<file path="src/rtl/fir_decimator_pkg.sv">
// fir_decimator_pkg: shared width helpers and constants for the fir_decimator slice
package fir_decimator_pkg;

    localparam int LW_DEF = 3;
    localparam int PH_W = 2**LW_DEF - 1;

    function automatic int acc_width(input int m, input int lw);
        return m + 2**lw - 1;
    endfunction

    function automatic int cnt_width(input int depth);
        return $clog2(depth + 1);
    endfunction

endpackage

</file>
<file path="src/rtl/fir_decimator_fifo.sv">
// fir_decimator_fifo: synchronous FIFO with registered storage; a full FIFO accepts a push only alongside a pop
module fir_decimator_fifo
    import fir_decimator_pkg::*;
#(
    parameter int M     = 8,
    parameter int DEPTH = 4
) (
    input  logic                          clk,
    input  logic                          reset,
    input  logic                          push,
    input  logic [M-1:0]                  din,
    input  logic                          pop,
    output logic                          full,
    output logic                          empty,
    output logic [cnt_width(DEPTH)-1:0]   count,
    output logic [M-1:0]                  dout
);

    localparam int AW = $clog2(DEPTH);
    localparam int CW = cnt_width(DEPTH);

    logic [M-1:0]  mem [DEPTH];
    logic [AW-1:0] wr_ptr;
    logic [AW-1:0] rd_ptr;
    logic          do_push;
    logic          do_pop;

    assign full    = count == CW'(DEPTH);
    assign empty   = count == '0;
    assign do_pop  = pop && !empty;
    assign do_push = push && (!full || do_pop);
    assign dout    = mem[rd_ptr];

    // Storage, power-of-two pointers that wrap naturally, and occupancy
    always_ff @(posedge clk) begin
        if (reset) begin
            wr_ptr <= '0;
            rd_ptr <= '0;
            count  <= '0;
            for (int i = 0; i < DEPTH; i++) mem[i] <= '0;
        end else begin
            if (do_push) begin
                mem[wr_ptr] <= din;
                wr_ptr      <= wr_ptr + 1'b1;
            end
            if (do_pop) rd_ptr <= rd_ptr + 1'b1;
            count <= count + CW'(do_push) - CW'(do_pop);
        end
    end

endmodule

</file>
<file path="src/rtl/fir_decimator.sv">
// fir_decimator: decimate by 2^ratio_log2 into an output FIFO; define FIR_DECIMATOR_AVG_EN for boxcar averaging instead of picking
module fir_decimator
    import fir_decimator_pkg::*;
#(
    parameter int M     = 8,
    parameter int DEPTH = 4,
    parameter int LW    = LW_DEF
) (
    input  logic                          clk,
    input  logic                          reset,
    input  logic                          in_valid,
    input  logic [M-1:0]                  in_data,
    input  logic [LW-1:0]                 ratio_log2,
    output logic                          out_valid,
    input  logic                          out_ready,
    output logic [M-1:0]                  out_data,
    output logic [cnt_width(DEPTH)-1:0]   fifo_count,
    output logic                          overflow
);

    localparam int PW = (LW == LW_DEF) ? PH_W : 2**LW - 1;

    logic [PW-1:0] phase;
    logic [LW-1:0] k_q;
    logic [LW-1:0] k;
    logic [PW:0]   r_len;
    logic          first;
    logic          last;
    logic          push;
    logic [M-1:0]  push_data;
    logic          full;
    logic          empty;

    // A new frame uses the live ratio; the rest of the frame uses the latched one
    assign first = phase == '0;
    assign k     = first ? ratio_log2 : k_q;
    assign r_len = (PW+1)'(1) << k;
    assign last  = phase == PW'(r_len - 1'b1);

    // Phase advances per accepted sample and wraps at R-1; ratio latched at frame start
    always_ff @(posedge clk) begin
        if (reset) begin
            phase <= '0;
            k_q   <= '0;
        end else if (in_valid) begin
            phase <= last ? '0 : phase + 1'b1;
            if (first) k_q <= ratio_log2;
        end
    end

`ifdef FIR_DECIMATOR_AVG_EN
    localparam int AW = acc_width(M, LW);

    logic [AW-1:0] acc;
    logic [AW-1:0] acc_sum;

    assign acc_sum   = first ? AW'(in_data) : acc + AW'(in_data);
    assign push      = in_valid && last;
    assign push_data = M'(acc_sum >> k);

    // Frame sum; the first sample loads rather than adding to the previous frame
    always_ff @(posedge clk) begin
        if (reset) acc <= '0;
        else if (in_valid) acc <= last ? '0 : acc_sum;
    end
`else
    assign push      = in_valid && first;
    assign push_data = in_data;
`endif

    // Sticky drop flag: a push into a full FIFO that is not draining this cycle
    always_ff @(posedge clk) begin
        if (reset) overflow <= 1'b0;
        else if (push && full && !out_ready) overflow <= 1'b1;
    end

    assign out_valid = !empty;

    fir_decimator_fifo #(.M(M), .DEPTH(DEPTH)) u_fifo (
        .clk   (clk),
        .reset (reset),
        .push  (push),
        .din   (push_data),
        .pop   (out_ready),
        .full  (full),
        .empty (empty),
        .count (fifo_count),
        .dout  (out_data)
    );

endmodule

</file>
<file path="config.mk">
export PLATFORM = sky130hd
export DESIGN_NAME = fir_decimator
export DESIGN_NICKNAME = d
export VERILOG_FILES = /design/src/rtl/fir_decimator_pkg.sv /design/src/rtl/fir_decimator_fifo.sv /design/src/rtl/fir_decimator.sv
export SDC_FILE = /design/constraint.sdc
export NUM_CORES = 1
export LEC_CHECK = 0
export CAP_MARGIN = 15
export CORE_MARGIN = 2
export CORE_UTILIZATION = 50
export CTS_BUF_LIST = sky130_fd_sc_hd__clkbuf_8
export CTS_CLUSTER_SIZE = 8
export DETAILED_ROUTE_END_ITERATION = 10
export GPL_ROUTABILITY_DRIVEN = 1
export PLACE_DENSITY = 0.73
export SETUP_SLACK_MARGIN = 0.4
export SLEW_MARGIN = 30
export SYNTH_ARGS = -nofsm -noshare
export SYNTH_HDL_FRONTEND = slang
export SYNTH_SLANG_ARGS = --single-unit
</file>
<file path="constraint.sdc">
create_clock -name clk -period 5.2 [get_ports clk]
set_clock_uncertainty 0.2 [all_clocks]
set_input_delay 1.3 -clock clk [delete_from_list [all_inputs] [get_ports clk]]
set_output_delay 1.3 -clock clk [all_outputs]
set_load 0.005 [all_outputs]
</file>
==> PnR_summary.wiki, run 1 <==
{| class="wikitable"
! Metric !! Value
|-
| RD Place Congestion || about 0.9
|-
| Setup-violating endpoint count in the final report || 0
|-
| Boundary Pins || 28
|-
| Register Area || roughly 1400 um^2
|-
| Chain of cells forming the critical path || clkdlybuf4s50_1, inv_1, nor4_1, a31oi_1, ha_1, xnor2_1, or4b_2, a31o_2, nor4_4, o32ai_1
|-
| Placed cells || between 300 and 400
|-
| Distinct cell type count after synthesis || 44
|-
| Total buffers and inverters traversed by the critical path || 2
|-
| Kind of cell adding the most delay to the critical path || simple AND/OR/NAND/NOR gates
|-
| Power density over the cells || around 370 nW/um^2
|-
| Net count after synthesis || 249
|-
| Total congestion overflow after global routing || 0
|-
| Area growth from synthesis to layout || 17.8%
|-
| Floorplan die area || between 5000 and 6000 um^2
|-
| Post-detailed-route count of antenna-violating nets || 0
|-
| RSZ-0062 raised after global routing || no
|-
| Worst hold-check path type || reg -> reg
|-
| Required time at the worst-slack endpoint || 5.17 ns
|-
| Deepest level of the CTS H-tree || 2
|-
| DP Worst Slack || 0.642 ns
|-
| Aggregate negative setup slack || 0 ns
|-
| Final critical path time including I/O delays and setup || 4.26 ns
|-
| Max-cap violations || 0
|-
| HPWL after detailed placement || 3.25 mm
|-
| Worst setup path category || in -> reg
|-
| Count of flip-flops with a built-in enable after synthesis || 32
|-
| Total wire length || 4.77 mm
|-
| TritonCTS clock tree || done
|-
| First-pass GRT wire length || 7.58 mm
|-
| Number of antenna violations at the first check in global routing || 0
|-
| Slowest CP cell || sky130_fd_sc_hd__or4b_2
|-
| # resized after CTS || 0
|-
| Filler cells || 437
|-
| Final Util || 60.1%
|-
| Die Height || 75.5 um
|-
| Buffers from clock root to sink, at most || 2
|-
| Number of cells produced by synthesis || approximately 230
|-
| Count of routing violations after the opening detailed-route iteration || 97
|-
| Endpoint class of the critical path || flop
|-
| Reported leakage power || 1.13 nW
|-
| Arrival time reported for the critical path endpoint || 4.23 ns
|-
| Total via count after detailed routing || approximately 1800
|-
| Post-route insts no fill || 329
|-
| Number of antenna cells inserted || 0
|-
| Largest fanout of any net on the critical path || 7
|-
| Crit start category || input pin
|-
| Worst-margin pin slew || 0.553 ns
|-
| Number of register bits inferred by synthesis || 52
|-
| Netlist area before placement || 2560 um^2
|-
| Reg clk slew, reported paths || about 0.090 ns
|-
| Fraction of layout instances using a drive strength above 1 || a little over an eighth
|-
| Total CTS buffers || 5
|-
| Number of cell rows || 26
|-
| Post-CTS Hold Fix Bufs || 0
|-
| Mapped Avg Cell Area || 11.2 um^2
|-
| Pins Over Slew Limit || 0
|-
| Insertion delay to the later sink of the worst-skew pair || 0.31 ns
|-
| Number of post-CTS setup repair buffers || 0
|-
| Worst-case vdd ir drop || about 310 uV
|-
| Via count of the first global-routing pass || between 1500 and 2000
|-
| Layout net count || about 280
|-
| Part of the Yosys area used for sequential elements || 53.3%
|-
| Core region area || 5010 um^2
|-
| Footprint of the multi-input gates || 1090 um^2
|-
| Count of TritonRoute iterations in the first routing pass || 4
|-
| Number of input and output port buffers inserted || 27
|-
| Clock sink count || 52
|-
| Delay contributed by the slowest stage of the critical path || 0.63 ns
|-
| Top flip-flop cell by instance count after synthesis || sky130_fd_sc_hd__edfxtp_1
|-
| Average detailed-routed wire length per instance || 14.5 um
|-
| Combined global-route utilization of all metal layers || 18.0%
|-
| Pin count of the biggest net entering global routing || 23
|-
| Cell chosen for the clock root || sky130_fd_sc_hd__clkbuf_8
|-
| Max Freq || 0.235 GHz
|-
| Effective utilization at floorplan || between 50% and 60%
|-
| Hold violation total from the final report || 0
|-
| Vias per inst || ~5.3
|-
| Fraction of synthesis flops using an asynchronous set or reset pin || 0%
|-
| Detailed-route DRC error count || 0
|-
| Run status || finished clean
|-
| Relative slew margins || 63.1%
|-
| Crit share post-route || ~80%
|-
| Horizontal die dimension || 75.5 um
|-
| Yosys warning total || 0
|-
| Min setup slack post-route || 0.945 ns
|}
-- Yosys cell counts (3+ instances only) --
master	instances	area share [%]
sky130_fd_sc_hd__nand3_1	7	1.4
sky130_fd_sc_hd__nand2_1	16	2.3
sky130_fd_sc_hd__dfxtp_1	20	16
sky130_fd_sc_hd__xnor2_1	6	2.1
sky130_fd_sc_hd__and2_1	9	2.2
sky130_fd_sc_hd__o21ai_0	4	0.78
sky130_fd_sc_hd__nor2_1	35	5.1
sky130_fd_sc_hd__buf_1	3	0.44
sky130_fd_sc_hd__clkbuf_1	7	1.0
sky130_fd_sc_hd__xor2_1	7	2.4
sky130_fd_sc_hd__mux2i_1	4	1.6
sky130_fd_sc_hd__inv_1	17	2.5
sky130_fd_sc_hd__a211oi_1	5	1.5
sky130_fd_sc_hd__nor2b_1	4	0.98
sky130_fd_sc_hd__nand2b_1	3	0.73
sky130_fd_sc_hd__ha_1	5	2.4
sky130_fd_sc_hd__nor3_1	3	0.59
sky130_fd_sc_hd__a21oi_1	3	0.59
sky130_fd_sc_hd__mux4_2	9	7.9
sky130_fd_sc_hd__edfxtp_1	32	38
-- layer usage --
| layer | wire length (um) | GRT usage (%) |
|---|---|---|
| met1 | 2240 | 25.0 |
| met4 | 70 | 6.63 |
| met5 | 0 | 0 |
| met3 | 259 | 4.23 |
| met2 | 2190 | 27.7 |
-- path summary, 6_finish.rpt --
kind,cells after the start,slack [ns],start,to
setup reg to reg,12,1.62,phase[0],phase[1]
hold reg to reg,2,0.28,overflow,overflow
setup / recovery,10,0.94,ratio_log2[0],phase[1]
hold / removal,2,0.28,overflow,overflow
-- state kept, by name, indices dropped and copies added, names as in the netlist, named ones only --
name and flops:
u_fifo.rd_ptr 2, k_q 3, phase 7, u_fifo.mem 32, u_fifo.wr_ptr 2, overflow 1, u_fifo.count 3
-- cell type report --
type	count	share of cell area (%)
flip-flops and latches	52	45.2
inverters	17	2.12
well taps	70	2.91
clock inverters	3	0.706
multi-input cells	149	36.3
repair buffers	33	10.5
clock buffers	5	2.29
-- where the power goes --
part           internal [mW]  switching [mW]  total [mW]
clock                 0.0958           0.139       0.235
sequential             0.488          0.0502       0.538
combinational          0.199           0.139       0.338
-- metrics by stage --
step / area (um^2) / power (mW) / hold WS [ns]
2_1_floorplan: 2560 / 0.749 / 0.260
3_3_place_gp: 2920 / 0.883 / 0.256
3_5_place_dp: 2920 / 0.890 / 0.270
4_1_cts: 3010 / 1.12 / 0.297
5_1_grt: 3010 / 1.17 / 0.341
6_report: 3010 / 1.11 / 0.281
-- worst min-delay path, stage by stage, from the launching register on --
cell and delay (ns):
sky130_fd_sc_hd__dfxtp_1 0.34, sky130_fd_sc_hd__a21oi_1 0.04, sky130_fd_sc_hd__nor2_1 0.07
-- cells by family after synthesis --
kind of cell | share of synthesized area [%]
simple gates | 18.8
flops | 53.3
buf+inv | 3.96
compound gates | 6.31
mux | 9.94
xor+xnor | 4.45
fa+ha+maj | 3.23
-- layout by cell type, fill, tap and decap left out, types with 3 or more instances in the layout --
master	netlist	final
sky130_fd_sc_hd__nor2_1	35	35
sky130_fd_sc_hd__edfxtp_1	32	32
sky130_fd_sc_hd__clkdlybuf4s50_1	0	27
sky130_fd_sc_hd__dfxtp_1	20	20
sky130_fd_sc_hd__inv_1	17	17
sky130_fd_sc_hd__nand2_1	16	16
sky130_fd_sc_hd__and2_1	9	9
sky130_fd_sc_hd__mux4_2	9	9
sky130_fd_sc_hd__nand3_1	7	7
sky130_fd_sc_hd__xor2_1	7	7
sky130_fd_sc_hd__xnor2_1	6	6
sky130_fd_sc_hd__buf_4	0	6
sky130_fd_sc_hd__a211oi_1	5	5
sky130_fd_sc_hd__ha_1	5	5
sky130_fd_sc_hd__clkbuf_8	0	5
sky130_fd_sc_hd__nor2b_1	4	4
sky130_fd_sc_hd__mux2i_1	4	4
sky130_fd_sc_hd__o21ai_0	4	4
sky130_fd_sc_hd__nor3_1	3	3
sky130_fd_sc_hd__nand2b_1	3	3
sky130_fd_sc_hd__a21oi_1	3	3
Power figures use the tool's default switching activity.
==> run 2: changes to the inputs <==
PLACE_DENSITY = 0.76   (was 0.73)
clock period = 3.4 ns   (was 5.2 ns; I/O delays follow)
==> run 2 against run 1 <==
Compared with the run above:
- total power rose by 57%
- first-iteration DRC count rose by 52%
- worst hold slack better by 0.00060 ns
- final area up 7.9%
- sequential power grew 54%
- global-route usage grew 1.6 points
- clock power is 47% higher
- largest power group unchanged
- highest routed layer unchanged
==> PnR_summary.wiki, run 2 (same netlist as run 1, synthesis figures left out) <==
{| class="wikitable"
! Metric !! Value
|-
| Post-CTS Hold Fix Bufs || 0 (unchanged)
|-
| Final Util || 64.9% (+4.7 points)
|-
| Run status || finished clean
|-
| Power spent charging and discharging nets || 0.508 mW (+55%)
|-
| Register-to-Register Path Depth || 11 (-1)
|-
| Via count of the first global-routing pass || 1785 (+13%)
|-
| Insertion delay to the later sink of the worst-skew pair || 0.30 ns (about the same)
|-
| Most frequent cells in the layout || sky130_fd_sc_hd__nor2_1, sky130_fd_sc_hd__edfxtp_1, sky130_fd_sc_hd__buf_4
|-
| Area growth from synthesis to layout || 27.1%
|-
| FF-to-FF setup slack || 0.46 ns (-1.16 ns)
|-
| Pin count of the biggest net entering global routing || 22 (-4.3%)
|-
| Leading cell type in the layout, fill and taps excluded || sky130_fd_sc_hd__nor2_1
|-
| Max-cap violations || 0 (unchanged)
|-
| Total via count after detailed routing || 1872 (+6.9%)
|-
| Average detailed-routed wire length per instance || 14.8 um (+2.1%)
|-
| Final hold slack || 0.282 ns (+0.000601 ns)
|-
| Vias per inst || 5.36 (+0.78%)
|-
| Floorplan die area || 5700 um^2 (unchanged)
|-
| Largest reg by FF count || u_fifo.mem
|-
| Count of TritonRoute iterations in the first routing pass || 4 (unchanged)
|-
| Required time at the worst-slack endpoint || 3.39 ns (-1.78 ns)
|-
| Die Height || 75.5 um (unchanged)
|-
| Final critical path time including I/O delays and setup || 2.94 ns
|-
| Layout net count || 299 (+7.2%)
|-
| Worst hold-check path type || reg -> reg
|-
| Reg-to-reg critical path startpoint || phase[3]
|-
| Post-placement cell area || 3060 um^2 (+4.8%)
|-
| Number of antenna cells inserted || 0 (unchanged)
|-
| Combined global-route utilization of all metal layers || 19.6% (+1.6 points)
|-
| Cell area after layout || 3250 um^2 (+7.9%)
|-
| Post-route insts no fill || 349 (+6.1%)
|-
| Count of routing violations after the opening detailed-route iteration || 147 (+52%)
|-
| TritonCTS clock tree || done
|-
| Fraction of layout instances using a drive strength above 1 || 25.4% (+12 points)
|-
| Worst-margin pin slew || 0.532 ns (-0.0214 ns)
|-
| Cell chosen for the clock root || sky130_fd_sc_hd__clkbuf_8
|-
| Max reg flops || 32 (unchanged)
|-
| Cell internal power dissipation || 1.24 mW (+58%)
|-
| Endpoint of the lowest-slack register-to-register path || phase[1]
|-
| Crit share post-route || between 80% and 90%
|-
| Worst setup path category || reg -> reg
|-
| Core region area || 5010 um^2 (unchanged)
|-
| Clock sink count || 52 (unchanged)
|-
| RSZ-0062 raised after global routing || yes
|-
| Flop pwr share || 47.4% (-1.0 points)
|-
| Number of cell rows || 26 (unchanged)
|-
| Max Freq || 0.341 GHz
|-
| Endpoint class of the critical path || flop
|-
| Relative slew margins || 64.4% (+1.3 points)
|-
| Horizontal die dimension || 75.5 um (unchanged)
|-
| Buffers from clock root to sink, at most || 2 (unchanged)
|-
| Detailed-route DRC error count || 0 (unchanged)
|-
| First-pass GRT wire length || 8.36 mm (+10%)
|-
| Combinational fraction of design power || 32.8% (+2.4 points)
|-
| Total congestion overflow after global routing || 0 (unchanged)
|-
| Total wire length || 5.16 mm (+8.4%)
|-
| Largest fanout of any net on the critical path || 4 (-3)
|-
| End point of the critical path || phase[1]
|-
| HPWL after detailed placement || 3.64 mm (+12%)
|-
| Overall power of the completed layout || 1.74 mW (+57%)
|-
| Clock share of power || 19.8% (-1.3 points)
|-
| Worst-case vdd ir drop || 329 uV (+4.8%)
|-
| Boundary Pins || 28 (unchanged)
|-
| Pins Over Slew Limit || 0 (unchanged)
|-
| Total CTS buffers || 5 (unchanged)
|-
| Placed cells || 336 (+4.7%)
|-
| RD Place Congestion || 0.849 (-4.0%)
|-
| Reported leakage power || 1.26 nW (+12%)
|-
| Reg clk slew, reported paths || 0.10 ns (about the same)
|-
| Setup-violating endpoint count in the final report || 0 (unchanged)
|-
| Deepest level of the CTS H-tree || 2 (unchanged)
|-
| Crit start category || flop
|-
| Number of antenna violations at the first check in global routing || 0 (unchanged)
|-
| Switching Fraction || 29.1% (-0.43 points)
|-
| Hold violation total from the final report || 0 (unchanged)
|-
| Arrival time reported for the critical path endpoint || 2.93 ns (-1.30 ns)
|-
| Number of input and output port buffers inserted || 27 (unchanged)
|-
| Worst setup path startpoint || phase[3]
|-
| Post-detailed-route count of antenna-violating nets || 0 (unchanged)
|-
| Effective utilization at floorplan || 51.0% (unchanged)
|-
| Power density over the cells || 537 nW/um^2 (+45%)
|-
| Largest registers || u_fifo.mem x32, phase x7
|}
-- run 2: worst min-delay path by stage --
stage / startpoint / endpoint / slack [ns] / cells past startpoint
after detailed placement: overflow / overflow / 0.26 / 2
after floorplan: overflow / overflow / 0.26 / 2
after global routing: overflow / overflow / 0.34 / 2
after CTS: overflow / overflow / 0.29 / 2
after global placement: overflow / overflow / 0.26 / 2
final: overflow / overflow / 0.28 / 2
-- run 2: worst max-delay path, stage by stage, from the launching register on --
cell,delay (ns)
sky130_fd_sc_hd__dfxtp_1,0.36
sky130_fd_sc_hd__nor4_4,0.37
sky130_fd_sc_hd__nand2_4,0.13
sky130_fd_sc_hd__nor4_4,0.14
sky130_fd_sc_hd__a31oi_1,0.07
sky130_fd_sc_hd__ha_2,0.23
sky130_fd_sc_hd__xnor2_2,0.15
sky130_fd_sc_hd__or4b_4,0.53
sky130_fd_sc_hd__a31o_4,0.26
sky130_fd_sc_hd__nor4_4,0.14
sky130_fd_sc_hd__buf_4,0.17
sky130_fd_sc_hd__o32ai_1,0.07
-- run 2: timing repair --
item | 4_1_cts | 5_1_grt
setup endpoints to repair | 23 | 8
pin swaps | 7 | 1
gates cloned | 0 | 0
resized for setup | 18 | 13
buffers inserted | 1 | 4
-- run 2: stage by stage --
stage | setup WS [ns] | TNS [ns]
after floorplan | 0.259 | 0
after global placement | -0.143 | -1.11
after detailed placement | -0.220 | -1.70
after CTS | 0.403 | 0
after global routing | 0.327 | 0
final | 0.464 | 0
-- run 2: final cells by class --
cell class / count / area, um^2
sequential: 52 / 1370
multi-input combinational: 149 / 1180
timing repair buffer: 53 / 450
clock buffer: 5 / 68.8
tap: 70 / 87.6
clock inverter: 3 / 20.0
inverter: 17 / 63.8
fill: 410 / 1760
-- run 2: power by group through the flow --
stage               clock, mW  combinational, mW  sequential (mW)
detailed placement          0              0.553            0.840
global route            0.376              0.632            0.842
CTS                     0.352              0.564            0.828
finish                  0.345              0.572            0.827
floorplan                   0              0.361            0.797
global placement            0              0.542            0.836
-- run 2: layer usage --
metal | vias to the layer above | part of all wire, % | global-route usage (%)
li1 | 905 | - | -
met1 | 903 | 43 | 25.2
met2 | 53 | 50 | 33.6
met3 | 11 | 5.1 | 4.23
met4 | 0 | 1.6 | 5.46
met5 | - | 0 | 0
